==> src/rtl/regfile_sb.sv <==
// Parametrised register file with per-byte writes, same-cycle write bypass and a
// write-pending scoreboard so the issue stage can stall on RAW hazards.
module regfile_sb #(
  parameter int unsigned DATA_W = 32,
  parameter int unsigned ADDR_W = 5,
  parameter int unsigned NRD    = 2
) (
  input  logic                     clk,
  input  logic                     rst_n,
  input  logic [NRD*ADDR_W-1:0]    RA,
  output logic [NRD*DATA_W-1:0]    R,
  output logic [NRD-1:0]           Busy,
  input  logic [ADDR_W-1:0]        WA,
  input  logic [DATA_W-1:0]        Din,
  input  logic                     WE,
  input  logic [DATA_W/8-1:0]      BE,
  input  logic                     SetVld,
  input  logic [ADDR_W-1:0]        SetAddr,
  output logic                     AnyBusy
);

  localparam int unsigned Depth = 1 << ADDR_W;
  localparam int unsigned NB    = DATA_W / 8;

  logic [DATA_W-1:0] regs [Depth];
  logic [Depth-1:0]  sb_q;
  logic [Depth-1:0]  sb_d;
  logic              wr_en;
  logic              set_en;
  logic [DATA_W-1:0] wr_old;
  logic [DATA_W-1:0] wr_merge;

  // Writes are ignored during reset so the bypass path also reads zero then.
  assign wr_en  = WE & rst_n & (WA != '0);
  assign set_en = SetVld & (SetAddr != '0);
  assign wr_old = regs[WA];

  always_comb begin
    wr_merge = wr_old;
    for (int unsigned k = 0; k < NB; k++) begin
      if (BE[k]) begin
        wr_merge[8*k +: 8] = Din[8*k +: 8];
      end
    end
  end

  always_ff @(posedge clk or negedge rst_n) begin
    if (!rst_n) begin
      for (int unsigned i = 0; i < Depth; i++) begin
        regs[i] <= '0;
      end
    end else if (wr_en) begin
      regs[WA] <= wr_merge;
    end
  end

  // Set is applied after clear so a newly issued producer wins a collision.
  always_comb begin
    sb_d = sb_q;
    if (wr_en) begin
      sb_d[WA] = 1'b0;
    end
    if (set_en) begin
      sb_d[SetAddr] = 1'b1;
    end
  end

  always_ff @(posedge clk or negedge rst_n) begin
    if (!rst_n) begin
      sb_q <= '0;
    end else begin
      sb_q <= sb_d;
    end
  end

  assign AnyBusy = |sb_q;

  for (genvar i = 0; i < NRD; i++) begin : g_rd
    logic [ADDR_W-1:0] ra;
    logic              hit;

    assign ra  = RA[i*ADDR_W +: ADDR_W];
    assign hit = wr_en & (WA == ra);

    assign R[i*DATA_W +: DATA_W] = (ra == '0) ? '0 :
                                   hit        ? wr_merge : regs[ra];
    assign Busy[i] = sb_q[ra] & ~hit;
  end

endmodule

==> config.mk <==
export PLATFORM = sky130hd
export DESIGN_NAME = regfile_sb
export DESIGN_NICKNAME = d
export VERILOG_FILES = /design/src/rtl/regfile_sb.sv
export SDC_FILE = /design/constraint.sdc
export NUM_CORES = 2
export LEC_CHECK = 0
export ABC_CLOCK_PERIOD_IN_PS = 4550
export CAP_MARGIN = 5
export CORE_MARGIN = 2
export CORE_UTILIZATION = 38
export DETAILED_ROUTE_END_ITERATION = 8
export PLACE_DENSITY = 0.61
export SLEW_MARGIN = 20
export SYNTH_ARGS = -nofsm -noshare
export SYNTH_HDL_FRONTEND = slang
export SYNTH_SLANG_ARGS = --single-unit
==> constraint.sdc <==
create_clock -name clk -period 4.55 [get_ports clk]
set_input_delay 0.455 -clock clk [delete_from_list [all_inputs] [get_ports clk]]
set_output_delay 0.455 -clock clk [all_outputs]
set_load 0.05 [all_outputs]
* Word level (Yosys, flattened, before mapping)
Cells that the tools add are included.
Widths: inputs -> output; s select.
** Cells by class
- Muxes and demuxes :: 30
- Bitwise logic cells :: 15
- Magnitude comparators :: 10
- Equal/unequal tests :: 2
- Reductions and logical operators :: 8
** Operators by type and width (count)
- $bwmux 1024 :: 1
- $bmux 32 s5 :: 3
- $mux 32 :: 13
- $demux 32 s5 :: 1
- $and 32x32->32 :: 1
- $mux 8 :: 4
- $not 32->32 :: 1
- $or 32x32->32 :: 1
- $reduce_or 32->1 :: 1
- $lt 5x6->1 const B :: 4
- $ge 6x6->1 const B :: 3
- $not 5->6 :: 3
- $bmux 1 s5 :: 2
- $demux 1 s5 :: 2
- $eq 5x5->1 :: 2
- $ge 5x1->1 const B :: 2
- $logic_not 5->1 :: 2
- $reduce_bool 5->1 :: 2
- $and 1x1->1 :: 7
- $lt 6x1->1 const B :: 1
- $mux 1 :: 4
- $logic_and 1x1->1 :: 3
- $not 1->1 :: 2
** Storage, ports and cells
- Logic and storage cells :: 98
- Flip-flop bits (word level) :: 1056
- Input port bits :: 60
- Output and inout port bits :: 67

* Logic depth before layout (Yosys ltp)
- Depth in word-level cells :: 9
- Gate-level depth with buffers :: 14
- Mapped depth without buffers :: 6

* Least setup slack after synthesis
OpenSTA, ideal clock, no wires.
- Path kind :: input-to-output
- Start point :: input port WA[1]
- End point :: output port R[31]
- Data arrival time :: 3.441 ns
- Setup slack :: 0.654 ns
- Cell stages on the path :: 12
- Path through :: buf_2 -> buf_6 -> buf_6 -> buf_6 -> buf_6 -> buf_2 -> nor3_1 -> a21oi_1 -> nor4_2 -> buf_2 -> a211oi_1 -> a211oi_1
** On the way
- Word-level cells in the longest chain between the ends :: 7
- Elaborated cells between the ends (all ways) :: 11
** RTL lines
- from (decl) :: line 13 : input logic [ADDR_W-1:0] WA,
- $not 5->6 (implied by the code) :: line 36 : assign wr_old = regs[WA];
- $bmux 32 s5 :: line 36
- $mux 32 (implied by the code) (2 in a row) :: line 36
- $mux 8 :: line 41 : if (BE[k]) begin
- $mux 32 (*) :: line 86 : hit ? wr_merge : regs[ra];
- $mux 32 (*) :: line 85 : assign R[i*DATA_W +: DATA_W] = (ra == '0) ? '0 :
- to (decl) :: line 11 : output logic [NRD*DATA_W-1:0] R,
Mark *: on every way between the ends. The rest lies on a longest branch, timed or not. The select of a mux whose other input is x is not followed.

* Worst setup path in the final report
- Start point :: input port WA[0]
- End point :: output port R[42]
The elaborated chain is that of the path after synthesis.

==> Implementation_results.wiki <==
{| class="wikitable"
! Metric !! Value
|-
| Max Root-Sink Buffers || 3
|-
| Crit path top cell by count || sky130_fd_sc_hd__buf_4
|-
| Timing endpoint of the critical path || R[42]
|-
| Number of buffers and inverters on the critical path || 5
|-
| Area growth from synthesis to layout || 13.7%
|-
| Number of placed instances with taps included || 7415
|-
| Cell taking the most area after synthesis || sky130_fd_sc_hd__dfrtp_1
|-
| Die Area || 170000 um2
|-
| Mean number of vias per cell || 6.69
|-
| Global placer's final weighted congestion || 0.955
|-
| Average wire length per cell after detail routing || 33.0 um
|-
| Netlist Area Pre-Place || 63400 um2
|-
| Critical R2R Launch || regs[792]
|-
| Largest clock skew in the final design || 0.0316 ns
|-
| Most numerous cell in the Yosys netlist || sky130_fd_sc_hd__dfrtp_1
|-
| Number of clock sinks || 1056
|-
| Clock latency of the later-clocked register in the worst-skew pair || 0.79 ns
|-
| Global-route wire length before repair || 363 mm
|-
| Remaining global-route overflow || 0
|-
| Die height || 412 um
|-
| Standby leakage power || 30.2 nW
|-
| Layout cell share with drive strength beyond 1 || 29.5%
|-
| Peak per-stage delay on the critical path || 0.52 ns
|-
| Sequential cell area fraction in the yosys report || 41.7%
|-
| I/O pin cnt || 127
|-
| Non-filler cells in the finished layout || 7626
|-
| Path class of the lowest-slack min-delay path || in2async
|-
| HPWL after DPL || 163 mm
|-
| Top cell types by occurrence after synthesis || sky130_fd_sc_hd__dfrtp_1 (1056), sky130_fd_sc_hd__nand2_1 (980), sky130_fd_sc_hd__o21ai_0 (809), sky130_fd_sc_hd__mux4_2 (732), sky130_fd_sc_hd__clkbuf_1 (392)
|-
| Highest Clock Rate || 239 MHz
|-
| Slowest-stage cell, CP || sky130_fd_sc_hd__nor3_1
|-
| Count of buffers inserted at the top-level ports || 126
|-
| Synth Instances || 5421
|-
| Post-route DRC violation count || 0
|-
| Main synth FF type || sky130_fd_sc_hd__dfrtp_1
|-
| Number of nets at the end of the flow || 5404
|-
| RSZ-0062 raised after global routing || no
|-
| Total via count after detailed routing || 51.0k
|-
| Minimum period implied by the final worst setup slack || 4.19 ns
|-
| Final setup violation count || 0
|-
| Number of distinct library cells after synthesis || 74
|-
| CTS buffer count || 115
|-
| Top cell type's share of synthesized area || 41.7%
|-
| Vias in the first global route || 50.0k
|-
| Largest driver fanout on the critical path || 53
|-
| Multi-input gate area || 34500 um2
|-
| Sequential standard cell area || 26400 um2
|-
| Overall track demand over capacity in global routing || 29.5%
|-
| Required time at the worst-slack endpoint || 4.09 ns
|-
| Largest vdd supply drop || 311 uV
|-
| DIE WIDTH || 412 um
|-
| Site Rows || 149
|-
| Root Driver || sky130_fd_sc_hd__clkbuf_16
|-
| Max-cap viol count || 0
|-
| Detailed Route Iter0 Violations || 7314
|-
| Slack of the worst reg-to-reg path || 1.88 ns
|-
| Max H-tree Level || 3
|-
| Kind of end point of the critical path || output port
|-
| WP data arrival || 3.74 ns
|-
| R2R cell count || 6
|-
| Accumulated negative setup slack || 0 ns
|-
| Max-slew headroom at the worst pin || 20.0%
|-
| Synthesized area per cell || 11.7 um2
|-
| Power density relative to cell area || 385 nW/um2
|-
| Number of inserted filler cells in the final layout || 15.0k
|-
| Tcrit/Tclk final || 92.1%
|-
| Critical path cell sequence || buf_8 -> buf_4 -> or4bb_1 -> buf_4 -> o22ai_1 -> nor4_1 -> a41oi_2 -> nor2_1 -> nor3_1 -> buf_4 -> buf_12
|-
| Crit path max-delay family || buffers and inverters
|-
| Clock-pin slew reported for the worst setup and hold paths after clock tree synthesis || 0.06 ns
|-
| Levels on crit path || 11
|-
| Post-route ant nets || 0
|-
| Standard cell core area || 165000 um2
|-
| Post-Syn Nets || 5481
|-
| Final hold violation count || 0
|-
| Actual transition at the worst max-transition pin || 1.20 ns
|-
| Result of the run || finished, final reports clean
|-
| DRT Wirelength || 251 mm
|-
| Setup Crit Path Kind || in2out
|-
| Total number of yosys warnings || 0
|-
| First-pass iteration count of the detailed router || 8
|-
| Largest cells by area after synthesis || sky130_fd_sc_hd__dfrtp_1 (42%), sky130_fd_sc_hd__mux4_2 (26%), sky130_fd_sc_hd__o21ai_0 (6.4%)
|-
| Antenna violations before repair || 12
|-
| Startpoint kind of the worst setup timing path || input pin
|-
| Worst flop-to-flop path endpoint || regs[312]
|-
| Final-report max-slew violation count || 0
|-
| Number of flops mapped to enable cells by yosys || 0
|-
| CTS tree || built
|-
| Initial core utilization || 38.3%
|-
| Ys async rst share || 100%
|-
| Launch point of the worst path || WA[0]
|-
| Post-CTS Setup Bufs || 0
|-
| Number of synthesized register bits || 1056
|-
| Largest net degree at the start of global routing || 170
|}
[what timing repair did]
| item | CTS | global route |
|---|---|---|
| resized for setup | 0 | 0 |
| hold endpoints to repair | 30 | 0 |
| endpoints found under the setup margin | 0 | 0 |
| hold buffers | 1 | 0 |
[sequential cells by signal, summed over array words and instances, names as in the netlist]
signal / count
regs: 1024
sb_q: 32
[layer usage]
| layer | wire length, um | global-route usage, % | share of wire (%) |
|---|---|---|---|
| met5 | 54 | 0 | 0.021 |
| met4 | 17500 | 17.5 | 6.9 |
| met3 | 34000 | 10.2 | 14 |
| met2 | 107000 | 42.1 | 43 |
| met1 | 92800 | 38.7 | 37 |
[stage by stage]
stage	hold slack, ns	utilization (%)	setup WS [ns]	power, mW	instance area (um2)
2_1_floorplan	0.159	-	0.654	15.5	63400
3_3_place_gp	0.363	41.2	0.428	17.7	68100
3_5_place_dp	0.366	41.2	0.403	17.9	68100
4_1_cts	0.206	43.6	0.403	27.7	72100
5_1_grt	0.241	43.6	0.259	28.7	72100
6_report	0.193	43.6	0.360	27.8	72100
[worst min-delay path by stage]
stage | depth (start not counted) | to | start | slack [ns]
floorplan | 0 | regs[0] | rst_n | 0.16
global placement | 1 | regs[601] | rst_n | 0.36
detailed placement | 1 | regs[601] | rst_n | 0.37
CTS | 2 | regs[601] | rst_n | 0.21
global route | 2 | regs[601] | rst_n | 0.24
finish | 2 | regs[528] | rst_n | 0.19
[power by group]
group          switching [mW]  internal (mW)  total (mW)  leakage [nW]
clock network            4.15           5.77        9.91          1.93
logic                    3.19           2.91        6.10          14.1
registers                1.24           10.5        11.8          14.2
[cells by family (layout without fill, tap and decap cells)]
logic type | Yosys count | count (layout) | share of synthesized area (%)
AO/OA/AOI/OAI | 1335 | 1335 | 12.3
flip-flops | 1056 | 1056 | 41.7
multiplexers | 1164 | 1164 | 33.2
XOR/XNOR | 8 | 8 | 0.110
AND/OR/NAND/NOR | 1236 | 1236 | 8.15
buffers and inverters | 622 | 632 | 4.55
other | 0 | 6 | 0
[layout by cell type (no fill, tap or decap), drive strengths merged, types with 18 or more instances in the layout]
master	count
o22ai	70
a22o	18
buf	374
nand3	26
a22oi	168
clkinv	24
a211oi	52
nor2b	28
mux2i	238
clkbuf	164
a21oi	93
nor3	26
nand2	980
mux2	193
nor4	20
nand4	19
clkdlybuf4s50	45
mux4	733
a221oi	18
nand2b	18
dfrtp	1056
o21ai	864
nor2	61
[layout make-up]
type | instances | area share (%)
antenna | 6 | 0.0208
clock buffer | 164 | 4.70
clock inverter | 40 | 0.743
inverter | 8 | 0.0451
multi-input combinational | 3743 | 47.9
sequential | 1056 | 36.6
tap | 2189 | 3.80
timing repair buffer | 420 | 6.15
(Power assumes the default switching activity.)
